**src/rtl/rv_fetch_pkg.sv**
```systemverilog
// Shared fetch-stage types and constants: datapath width, PC increment, NOP encoding,
// the {pc, insn} buffer entry layout and the PC alignment helper.
package rv_fetch_pkg;

    localparam int XLEN       = 32;
    localparam int FIFO_DEPTH = 2;
    localparam int PTR_W      = 1;
    localparam int CNT_W      = 2;

    localparam logic [XLEN-1:0] PC_STEP  = 32'd4;
    localparam logic [XLEN-1:0] INSN_NOP = 32'h0000_0013;

    typedef struct packed {
        logic [XLEN-1:0] pc;
        logic [XLEN-1:0] insn;
    } fetch_entry_t;

    function automatic logic [XLEN-1:0] pc_align(input logic [XLEN-1:0] addr);
        return {addr[XLEN-1:2], 2'b00};
    endfunction

endpackage

```
**src/rtl/fetch_fifo.sv**
```systemverilog
// Two-entry buffer of fetched {pc, insn} pairs with push, pop and flush.
// The head output reads as zero while the buffer is empty.
module fetch_fifo
    import rv_fetch_pkg::*;
#(
    parameter int W = 2 * XLEN
) (
    input  logic         clk,
    input  logic         rst,
    input  logic         push_i,
    input  logic         pop_i,
    input  logic         flush_i,
    input  logic [W-1:0] wdata_i,
    output logic [W-1:0] rdata_o,
    output logic         full_o,
    output logic         empty_o
);

    logic [W-1:0]     mem_q [FIFO_DEPTH];
    logic [PTR_W-1:0] rd_ptr_q, rd_ptr_d;
    logic [PTR_W-1:0] wr_ptr_q, wr_ptr_d;
    logic [CNT_W-1:0] count_q, count_d;
    logic             do_push;
    logic             do_pop;

    assign full_o  = (count_q == CNT_W'(FIFO_DEPTH));
    assign empty_o = (count_q == '0);
    assign rdata_o = empty_o ? '0 : mem_q[rd_ptr_q];

    // A push into a full buffer is only legal when the head leaves in the same cycle.
    always_comb begin
        do_pop   = pop_i && !empty_o && !flush_i;
        do_push  = push_i && !flush_i && (!full_o || do_pop);
        rd_ptr_d = rd_ptr_q;
        wr_ptr_d = wr_ptr_q;
        count_d  = count_q;
        if (flush_i) begin
            rd_ptr_d = '0;
            wr_ptr_d = '0;
            count_d  = '0;
        end else begin
            if (do_pop) begin
                rd_ptr_d = rd_ptr_q + 1'b1;
            end
            if (do_push) begin
                wr_ptr_d = wr_ptr_q + 1'b1;
            end
            unique case ({do_push, do_pop})
                2'b10:   count_d = count_q + 1'b1;
                2'b01:   count_d = count_q - 1'b1;
                default: count_d = count_q;
            endcase
        end
    end

    always_ff @(posedge clk or posedge rst) begin
        if (rst) begin
            rd_ptr_q <= '0;
            wr_ptr_q <= '0;
            count_q  <= '0;
        end else begin
            rd_ptr_q <= rd_ptr_d;
            wr_ptr_q <= wr_ptr_d;
            count_q  <= count_d;
        end
    end

    for (genvar gi = 0; gi < FIFO_DEPTH; gi++) begin : g_entry
        always_ff @(posedge clk or posedge rst) begin
            if (rst) begin
                mem_q[gi] <= '0;
            end else if (do_push && (wr_ptr_q == PTR_W'(gi))) begin
                mem_q[gi] <= wdata_i;
            end
        end
    end

endmodule

```
**src/rtl/insn_fetch.sv**
```systemverilog
// Instruction fetch stage: sequential PC, two-entry output buffer, redirect handling.
// Optional FETCH_MISALIGN_TRAP_EN adds a sticky misalign_fault on unaligned redirects.
module insn_fetch
    import rv_fetch_pkg::*;
#(
    parameter logic [XLEN-1:0] RESET_PC = 32'h0000_0000
) (
    input  logic            clk,
    input  logic            rst,
    output logic [XLEN-1:0] insn_addr,
    input  logic [XLEN-1:0] insn,
    input  logic            redirect_valid,
    input  logic [XLEN-1:0] redirect_pc,
    output logic            out_valid,
    input  logic            out_ready,
    output logic [XLEN-1:0] out_insn,
    output logic [XLEN-1:0] out_pc
`ifdef FETCH_MISALIGN_TRAP_EN
    ,
    output logic            misalign_fault
`endif
);

    logic [XLEN-1:0] pc_q, pc_d;
    logic [XLEN-1:0] redirect_target;
    logic            fetch_en;
    logic            fifo_full;
    logic            fifo_empty;
    logic            push;
    logic            pop;
    fetch_entry_t    wr_entry;
    fetch_entry_t    head;

`ifdef FETCH_MISALIGN_TRAP_EN
    logic fault_q, fault_d;

    assign redirect_target = redirect_pc;
    assign fetch_en        = !fault_q;
    assign misalign_fault  = fault_q;

    always_comb begin
        fault_d = fault_q;
        if (redirect_valid) begin
            fault_d = |redirect_pc[1:0];
        end
    end

    always_ff @(posedge clk or posedge rst) begin
        if (rst) begin
            fault_q <= 1'b0;
        end else begin
            fault_q <= fault_d;
        end
    end
`else
    logic unused_redirect_lsb;

    assign redirect_target     = pc_align(redirect_pc);
    assign fetch_en            = 1'b1;
    assign unused_redirect_lsb = ^redirect_pc[1:0];
`endif

    assign insn_addr = pc_q;
    assign wr_entry  = '{pc: pc_q, insn: insn};

    // Redirect wins over everything: the buffer is flushed and this cycle's fetch is dropped.
    always_comb begin
        pc_d = pc_q;
        pop  = out_valid && out_ready && !redirect_valid;
        push = !redirect_valid && fetch_en && (!fifo_full || pop);
        if (redirect_valid) begin
            pc_d = redirect_target;
        end else if (push) begin
            pc_d = pc_q + PC_STEP;
        end
    end

    always_ff @(posedge clk or posedge rst) begin
        if (rst) begin
            pc_q <= RESET_PC;
        end else begin
            pc_q <= pc_d;
        end
    end

    fetch_fifo #(
        .W ($bits(fetch_entry_t))
    ) u_fifo (
        .clk     (clk),
        .rst     (rst),
        .push_i  (push),
        .pop_i   (pop),
        .flush_i (redirect_valid),
        .wdata_i (wr_entry),
        .rdata_o (head),
        .full_o  (fifo_full),
        .empty_o (fifo_empty)
    );

    assign out_valid = !fifo_empty;
    assign out_pc    = head.pc;
    assign out_insn  = head.insn;

endmodule

```
**config.mk**
```make
export PLATFORM = sky130hd
export DESIGN_NAME = insn_fetch
export DESIGN_NICKNAME = d
export VERILOG_FILES = /design/src/rtl/rv_fetch_pkg.sv /design/src/rtl/fetch_fifo.sv /design/src/rtl/insn_fetch.sv
export SDC_FILE = /design/constraint.sdc
export NUM_CORES = 1
export LEC_CHECK = 0
export CORE_UTILIZATION = 55
export CTS_BUF_LIST = sky130_fd_sc_hd__clkbuf_8 sky130_fd_sc_hd__clkbuf_16
export DETAILED_ROUTE_END_ITERATION = 16
export GPL_TIMING_DRIVEN = 0
export PLACE_DENSITY = 0.95
export SLEW_MARGIN = 0
export SYNTH_ARGS = -nofsm -noshare
export SYNTH_HDL_FRONTEND = slang
export SYNTH_SLANG_ARGS = --single-unit
```
**constraint.sdc**
```tcl
create_clock -name clk -period 12.3 [get_ports clk]
set_clock_uncertainty 0.15 [all_clocks]
set_input_delay 1.23 -clock clk [delete_from_list [all_inputs] [get_ports clk]]
set_output_delay 1.23 -clock clk [all_outputs]
set_load 0.1 [all_outputs]
```
Word-level counts from Yosys, hierarchy flattened
Index checks and enable logic that the tools add are counted.
{ "op_classes": {"n_addsub": 5, "n_lt_le_gt_ge": 1, "n_eq_ne": 3, "muxes": 12, "bitwise": 2, "n_reduce_logical": 19} }
{ "op_table": {"columns": ["op", "n"], "rows": [
  ["64-bit two-way mux", 4],
  ["32-bit two-way mux", 2],
  ["32-bit by 3-bit adder with 32-bit output, second input constant", 1],
  ["1-bit logical AND", 9],
  ["2-bit nonzero test", 3],
  ["2-bit equality test, second input constant", 2],
  ["1-bit two-way mux", 4],
  ["2-bit case mux with 2 select lines", 1],
  ["1-bit logical NOT", 3],
  ["3-bit nonzero test", 1],
  ["1-bit adder, second input constant", 2],
  ["2-bit by 1-bit adder with 2-bit output, second input constant", 1],
  ["2-bit by 1-bit equality test with 1-bit output, second input constant", 1],
  ["2-bit >= comparator, second input constant", 1],
  ["2-bit logical NOT", 1],
  ["1-bit logical OR", 2],
  ["2-bit two-way mux", 1],
  ["1-bit NOT with 2-bit output", 1],
  ["2-bit by 1-bit subtractor with 2-bit output, second input constant", 1],
  ["1-bit NOT", 1]
]} }
{ "word_totals": {"regBits": 164, "in_bits": 68, "output_inout_bits": 97, "elab_cells": 48} }

Logic depth before layout (Yosys ltp)
{ "depth": {"word_depth": 11, "mapped_depth": 9} }

By module
From an unflattened synthesis, not the netlist that was laid out.
{ "unflattened": {"hier_cells": 668, "hier_area_um2": 8065.2} }
{ "modules_own_cells": {"columns": ["mod", "n_inst", "cells_per_inst", "area_each_um2", "seq_area_each_um2"], "rows": [
  ["fetch_fifo", 1, 439, 6130.9, 3303.2],
  ["insn_fetch", 1, 229, 1934.4, 750.7]
]} }

Worst setup path after synthesis
OpenSTA, ideal clock, no wires.
{ "synth_path": {"kind": "flip-flop to output port", "from": "register u_fifo.rd_ptr_q", "to": "output out_insn[20]", "arrival_time_ps": 2478, "slack_ps": 8442, "stages_incl_launch_ff": 5, "path_cell_list": "dfrtp_1 > clkbuf_1 > buf_1 > mux2i_1 > nor2_1"} }
{ "synth_via": {"elab_chain_len": 5} }
{ "synth_lines": {"columns": ["item", "line", "source"], "rows": [
  ["from (decl)", "fetch_fifo.sv:20", "logic [PTR_W-1:0] rd_ptr_q, rd_ptr_d;"],
  ["from (signal assigned)", "fetch_fifo.sv:62", "rd_ptr_q <= rd_ptr_d;"],
  ["1-bit NOT with 2-bit output (not written as such)", "fetch_fifo.sv:28", "assign rdata_o = empty_o ? '0 : mem_q[rd_ptr_q];"],
  ["64-bit two-way mux (not written as such) (3 in a row)", "fetch_fifo.sv:28", null],
  ["64-bit two-way mux", "fetch_fifo.sv:28", null],
  ["to (decl)", "insn_fetch.sv:16", "output logic [XLEN-1:0] out_insn,"]
]} }
No other way between the ends. The select of a mux whose other input is x is not followed.

Worst setup path after layout
{ "layout_path": {"from": "register u_fifo.rd_ptr_q", "to": "output out_pc[8]"} }
{ "layout_via": {"elab_chain_len": 5} }
{ "layout_lines": {"columns": ["item", "line", "source"], "rows": [
  ["1-bit NOT with 2-bit output (not written as such)", "fetch_fifo.sv:28", null],
  ["64-bit two-way mux (not written as such) (3 in a row)", "fetch_fifo.sv:28", null],
  ["64-bit two-way mux", "fetch_fifo.sv:28", null],
  ["to (decl)", "insn_fetch.sv:17", "output logic [XLEN-1:0] out_pc"]
]} }
No other way between the ends. The select of a mux whose other input is x is not followed.

==> impl_metrics.tcl <==
set metrics [dict create \
    worstSetupPathType "register to primary output" \
    overflow 0 \
    via_count 6072 \
    core_area_mm2 0.0135 \
    cpMaxStageDelayCell "clkdlybuf4s50_1" \
    min_path_type "register to register" \
    cts_tree "yes" \
    drc 0 \
    synthMostInstantiatedCell "dfrtp_1" \
    stdcell_area_mm2 0.0101 \
    holdPathStages 1 \
    synthAdderAreaFrac 0.00485 \
    hpwl_um 13300 \
    worst_slew_pin_slew_ps 1220 \
    die_w_um 121 \
    final_nets 926 \
    fmax_mhz 209 \
    first_pass_iters 5 \
    max_stage_delay_ps 1170 \
    crit_required_ps 10920 \
    io_pins 165 \
    grt.total_usage 0.282 \
    cts-resized-gates 0 \
    yosys_warnings 0 \
    startpoint_type "register" \
    worst_setup_hold_path_clk_slew_ps 60 \
    worstSetupEndpoint "out_pc[8]" \
    synth-edff-count 0 \
    numClockSinks 158 \
    synth.area.top_cells "dfrtp_1 51%, mux2_2 18%, mux2i_1 8.3%, nor2_1 4.1%, nand2_1 1.6%" \
    highest_layer "met4" \
    arrival_ps 3400 \
    drt-total-wl_um 19100 \
    dieArea_mm2 0.0146 \
    rrSetupSlack_ps 9170 \
    m1WireLength_um 8000 \
    crit_fanout 10 \
    r2r-end "u_fifo.mem_q[100]" \
    placedInstanceArea_mm2 0.00958 \
    grt_pass1_wl_um 31600 \
    cp_num_cells 5 \
    start_util 0.573 \
    min_period_over_period 0.389 \
    dr_wl_met2_um 9160 \
    rows 42 \
    cts_root_buf "clkbuf_16" \
    place_congestion 0.918 \
    antenna_cells 0 \
    cts_buffer_depth 2 \
    drt_iter0_drc 414 \
    synth_top_family_by_area "multiplexers" \
    vias_per_cell 5.82 \
    drv_cap 0 \
    rsz0062_at_grt "no" \
    yosys_most_used_dff "dfrtp_1" \
    htreeDepth 4 \
    yosys-top-cells-count "158 x dfrtp_1, 124 x mux2_2, 85 x nor2_1" \
    seqCellArea_mm2 0.00395 \
    synth_top_area_frac 0.511 \
    clock_latency_ps 420 \
    grt_start_max_net_pins 106 \
    muxShareOfSynthArea 0.263 \
    cp.buffers_inverters 3 \
    crit_start "u_fifo.rd_ptr_q" \
    numCtsBuffers 17 \
    drv_slew 0 \
    crit_top_cell "clkbuf_1" \
    synth_area_mm2 0.00774 \
    synthCells 675 \
    status "finished, final reports clean" \
    area_growth_pct 31.0 \
    drive_above_1_share 0.210 \
    ys_types 48 \
    r2r-start "u_fifo.count_q[0]" \
    dp_cells 1012 \
    synth-simple-area-share 0.117 \
    slew_headroom 0.181 \
    grt_antenna_before_repair 0 \
    wl_met3_um 1340 \
    tns_ps 0 \
    postRouteAntennaNets 0 \
    synth_xor_xnor_area_share 0.0113 \
    hold_violations 0 \
    setup_viol 0 \
    async_flop_share 1.00 \
    end_kind "primary output" \
    multi_input_area_mm2 0.00352 \
    yosys.area.top_type "dfrtp_1" \
    post-route-min-period_ps 4780 \
    ctsHoldBuffers 0 \
    fill_cells 898 \
    die_h_um 121 \
    synth_seq_area_share 0.511 \
    r2r_cells 8 \
    postCtsSetupRepairBufs 0 \
    synth_compound_area_frac 0.0571 \
    cp_cell_sequence "clkbuf_1 > clkbuf_1 > mux2i_1 > nor2_1 > clkdlybuf4s50_1" \
    grt_pass1_vias 6211 \
    syn_area_per_cell_um2 11.5 \
    final_cell_count_no_fill 1044 \
    wire_per_inst_um 18.3 \
    crit_family "buffers and inverters" \
    ys_ff_latch 158 \
    port_buffers 157 \
]
## cells in the final DEF (no fill, tap or decap), types with 5 or more instances in the layout
| cell | count |
|---|---|
| dfrtp_1 | 158 |
| clkdlybuf4s50_1 | 157 |
| mux2_2 | 124 |
| nor2_1 | 85 |
| mux2i_1 | 64 |
| nand2_1 | 34 |
| clkbuf_1 | 28 |
| nand3_1 | 19 |
| clkbuf_16 | 17 |
| buf_2 | 14 |
| inv_1 | 12 |
| o21ai_0 | 12 |
| xnor2_1 | 10 |
| or4_1 | 10 |
| a31oi_1 | 10 |
| o31ai_1 | 9 |
| a21oi_1 | 8 |
| nand4_1 | 8 |
| and3_1 | 6 |
| clkinv_2 | 6 |
| nor3_1 | 5 |
## state kept, by name (all words and copies together), names as in the netlist
name and cells:
u_fifo.wr_ptr_q 1, u_fifo.mem_q 124, u_fifo.rd_ptr_q 1, u_fifo.count_q 2, insn_addr 30
## layout make-up
type / count / share of cell area
Inverter: 12 / 0.00494
Timing Repair Buffer: 158 / 0.158
Buffer: 51 / 0.0228
Clock inverter: 12 / 0.00938
Multi-Input combinational cell: 457 / 0.347
Clock buffer: 20 / 0.0460
Sequential cell: 158 / 0.390
Tap cell: 176 / 0.0217
## how the worst min path moves through the flow
stage                      start                end  slack, ps
6_report         u_fifo.mem_q[3]    u_fifo.mem_q[3]        350
5_1_grt         u_fifo.mem_q[19]   u_fifo.mem_q[19]        370
3_3_place_gp   u_fifo.mem_q[110]  u_fifo.mem_q[110]        340
4_1_cts         u_fifo.mem_q[90]   u_fifo.mem_q[90]        360
2_1_floorplan  u_fifo.mem_q[100]  u_fifo.mem_q[100]        330
3_5_place_dp    u_fifo.mem_q[90]   u_fifo.mem_q[90]        340
## metal layers
layer  vias up  GRT usage
li1       2777          -
met1      2939      0.376
met2       299      0.445
met3        57     0.0627
met4         0      0.121
met5         -          0
## cell families after synthesis
group           count (synthesis)
mux                           188
compound gates                 64
other cells                     1
xor+xnor                       10
flops                         158
buf+inv                        63
fa+ha+maj                       3
simple gates                  188
## worst register-to-register path: cells and delay by family, from the launching register on
kind,cells,cell delay [ps]
adder cells (fa/ha/maj),1,210
buffers and inverters,3,700
flip-flops,1,360
multiplexers,1,390
AND/OR/NAND/NOR,3,1200
## metrics by stage
| stage | worst slack (ps) | hold slack [ps] | util |
|---|---|---|---|
| global placement | 4750 | 338 | 0.707 |
| global route | 7350 | 370 | 0.751 |
| floorplan | 6660 | 330 | - |
| finish | 7520 | 354 | 0.751 |
| detailed placement | 7990 | 344 | 0.709 |
| CTS | 7500 | 358 | 0.751 |
Power is not shown: default switching activity piles up to over one toggle a cycle in this logic, so the estimate is an artifact.
==> variant (config.mk and constraints unchanged) <==
Add a define of `FETCH_MISALIGN_TRAP_EN`.
--- a/src/rtl/insn_fetch.sv
+++ b/src/rtl/insn_fetch.sv
@@ -1,5 +1,7 @@
 // Instruction fetch stage: sequential PC, two-entry output buffer, redirect handling.
 // Optional FETCH_MISALIGN_TRAP_EN adds a sticky misalign_fault on unaligned redirects.
+`define FETCH_MISALIGN_TRAP_EN
+
 module insn_fetch
     import rv_fetch_pkg::*;
 #(
Behaviour (old outputs only; new: misalign_fault): not the same (Yosys sat finds a counterexample within 4 cycles, from zero or initial values and one cycle with rst high).
==> variant against the original RTL <==
Count of clock-buffer cells in the layout shrank 2. Sequential cell count increased by 7. Area after synthesis is 1.2% higher. Routed wire length is 3.9% higher. Design area increased by 2.3%. Core utilization fell by 0.33 points. Setup slack lost 140 ps.
==> variant: results (changes against the original RTL) <==
### Outcome
• **outcome** completed

### GRT
• **vias in the first global route** 6083, -2.1%
• **total global routing track utilization** 28.3%, +0.049 points
• **pin count of the biggest net entering global routing** 108, +1.9%
• **antenna violations before repair** 0, unchanged
• **first-pass GRT wire length** 31500 um, -0.20%

### Worst setup path
• **terminus of the critical flop-to-flop path** u_fifo.mem_q[120]$_DFFE_PP0P_
• **depth of the worst register-to-register path** 7, -1
• **CP peak stage delay** 1170 ps, about the same
• **reg2reg setup slack** 9570 ps, +400 ps
• **critical path arrival** 3540 ps, +140 ps
• **FF-to-FF Start** misalign_fault$_DFFE_PP0P_

### Yosys
• **Compound-Gate Fraction of Synth Area** 4.44%, -1.3 points
• **share of the synthesized netlist area taken by xor and xnor gates** 1.23%, +0.098 points
• **gate count after technology mapping** 669, -0.89%
• **synth unique cells** 45, -6.3%
• **Seq/Total Area, Yosys** 52.7%, +1.6 points
• **nets in the synthesized netlist** 738
• **leading cell types by total area after synthesis** sky130_fd_sc_hd__dfrtp_1 53%, sky130_fd_sc_hd__mux2_2 18%, sky130_fd_sc_hd__mux2i_1 8.6%
• **multiplexer fraction of the synthesized cell area** 27.1%, +0.78 points
• **most used standard cells in the synthesized netlist** 165 x sky130_fd_sc_hd__dfrtp_1, 124 x sky130_fd_sc_hd__mux2_2, 78 x sky130_fd_sc_hd__nor2_1, 67 x sky130_fd_sc_hd__mux2i_1, 45 x sky130_fd_sc_hd__nand2_1
• **share of synthesized cell area in full adder, half adder and majority cells** 0.160%, -0.33 points
• **post-synthesis cell area** 7840 sq um, +1.2%

### Hold path
• **Hold Crit Endpoint** u_fifo.mem_q[112]$_DFFE_PP0P_
• **start point of the worst min-delay path** u_fifo.mem_q[112]$_DFFE_PP0P_

### Final layout
• **final layout net count** 922, -0.43%
• **Largest register FFs** 128, +3.2%
• **Filler Cell Count** 919, +2.3%
• **layout cells sized above 1** 21.4%, +0.39 points
• **non-filler instance count after layout** 1046, +0.19%

### Clocking
• **number of CTS-inserted buffers** 17, unchanged
• **buffer count from post-CTS setup fixing** 0, unchanged
• **H-tree depth reported by CTS** 4, unchanged

### Timing
• **Worst Hold Margin** 344 ps, -9.47 ps
• **Least-Margin Pin Slew** 1040 ps, -182 ps

### Placed design
• **final HPWL from detailed placement** 13300 um, -0.30%
• **# port buffers** 164, +4.5%
• **worst setup timing slack at the placement stage** 7820 ps, -166 ps
• **Placement Cell Area** 9740 sq um, +1.7%
• **final weighted congestion of routability-driven global placement** 0.840, -8.5%

### Routing
• **total wire length after detailed routing** 19800 um, +3.9%
• **detail-routed via count per cell** 5.75, -1.1%

variant: cell types whose count changed after synthesis, moves of 9 or more:
cell / change
sky130_fd_sc_hd__clkbuf_1: -9
sky130_fd_sc_hd__o21ai_0: +14
sky130_fd_sc_hd__nand2_1: +11
sky130_fd_sc_hd__o31ai_1: -9
sky130_fd_sc_hd__o311ai_0: +9
variant: power breakdown:
group	switching (uW)	leakage, uW	total (uW)	internal (uW)
Sequential	103	0.00203	808	705
Combinational	402	0.00192	644	242
Clock	223	0.000308	571	348
variant: area by class of cell:
type | instances | share of cell area (%)
sequential | 165 | 39.8
multi-input combinational | 458 | 33.8
timing repair buffer | 165 | 16.1
clock buffer | 18 | 4.23
tap | 180 | 2.17
clock inverter | 14 | 1.91
buffer | 40 | 1.68
inverter | 6 | 0.289
variant: per-layer routing:
layer | global-route usage (%) | vias up | routed length [um]
li1 | - | 2737 | -
met1 | 35.9 | 2994 | 8280
met2 | 47.5 | 248 | 9980
met3 | 5.92 | 40 | 1130
met4 | 10.3 | 0 | 421
met5 | 0 | - | 0
variant: how the worst max path moves through the flow:
stage / startpoint / to / slack, ps / cells after the start
finish: u_fifo.rd_ptr_q$_DFFE_PP0P_ / out_pc[18] / 7380 / 5
global route: u_fifo.rd_ptr_q$_DFFE_PP0P_ / out_pc[12] / 7210 / 5
CTS: u_fifo.rd_ptr_q$_DFFE_PP0P_ / out_pc[12] / 7340 / 5
detailed placement: u_fifo.rd_ptr_q$_DFFE_PP0P_ / out_pc[12] / 7820 / 5
global placement: rst / u_fifo.mem_q[111]$_DFFE_PP0P_ / 4480 / 2
floorplan: rst / insn_addr[0]$_DFFE_PP0P_ / 6460 / 1
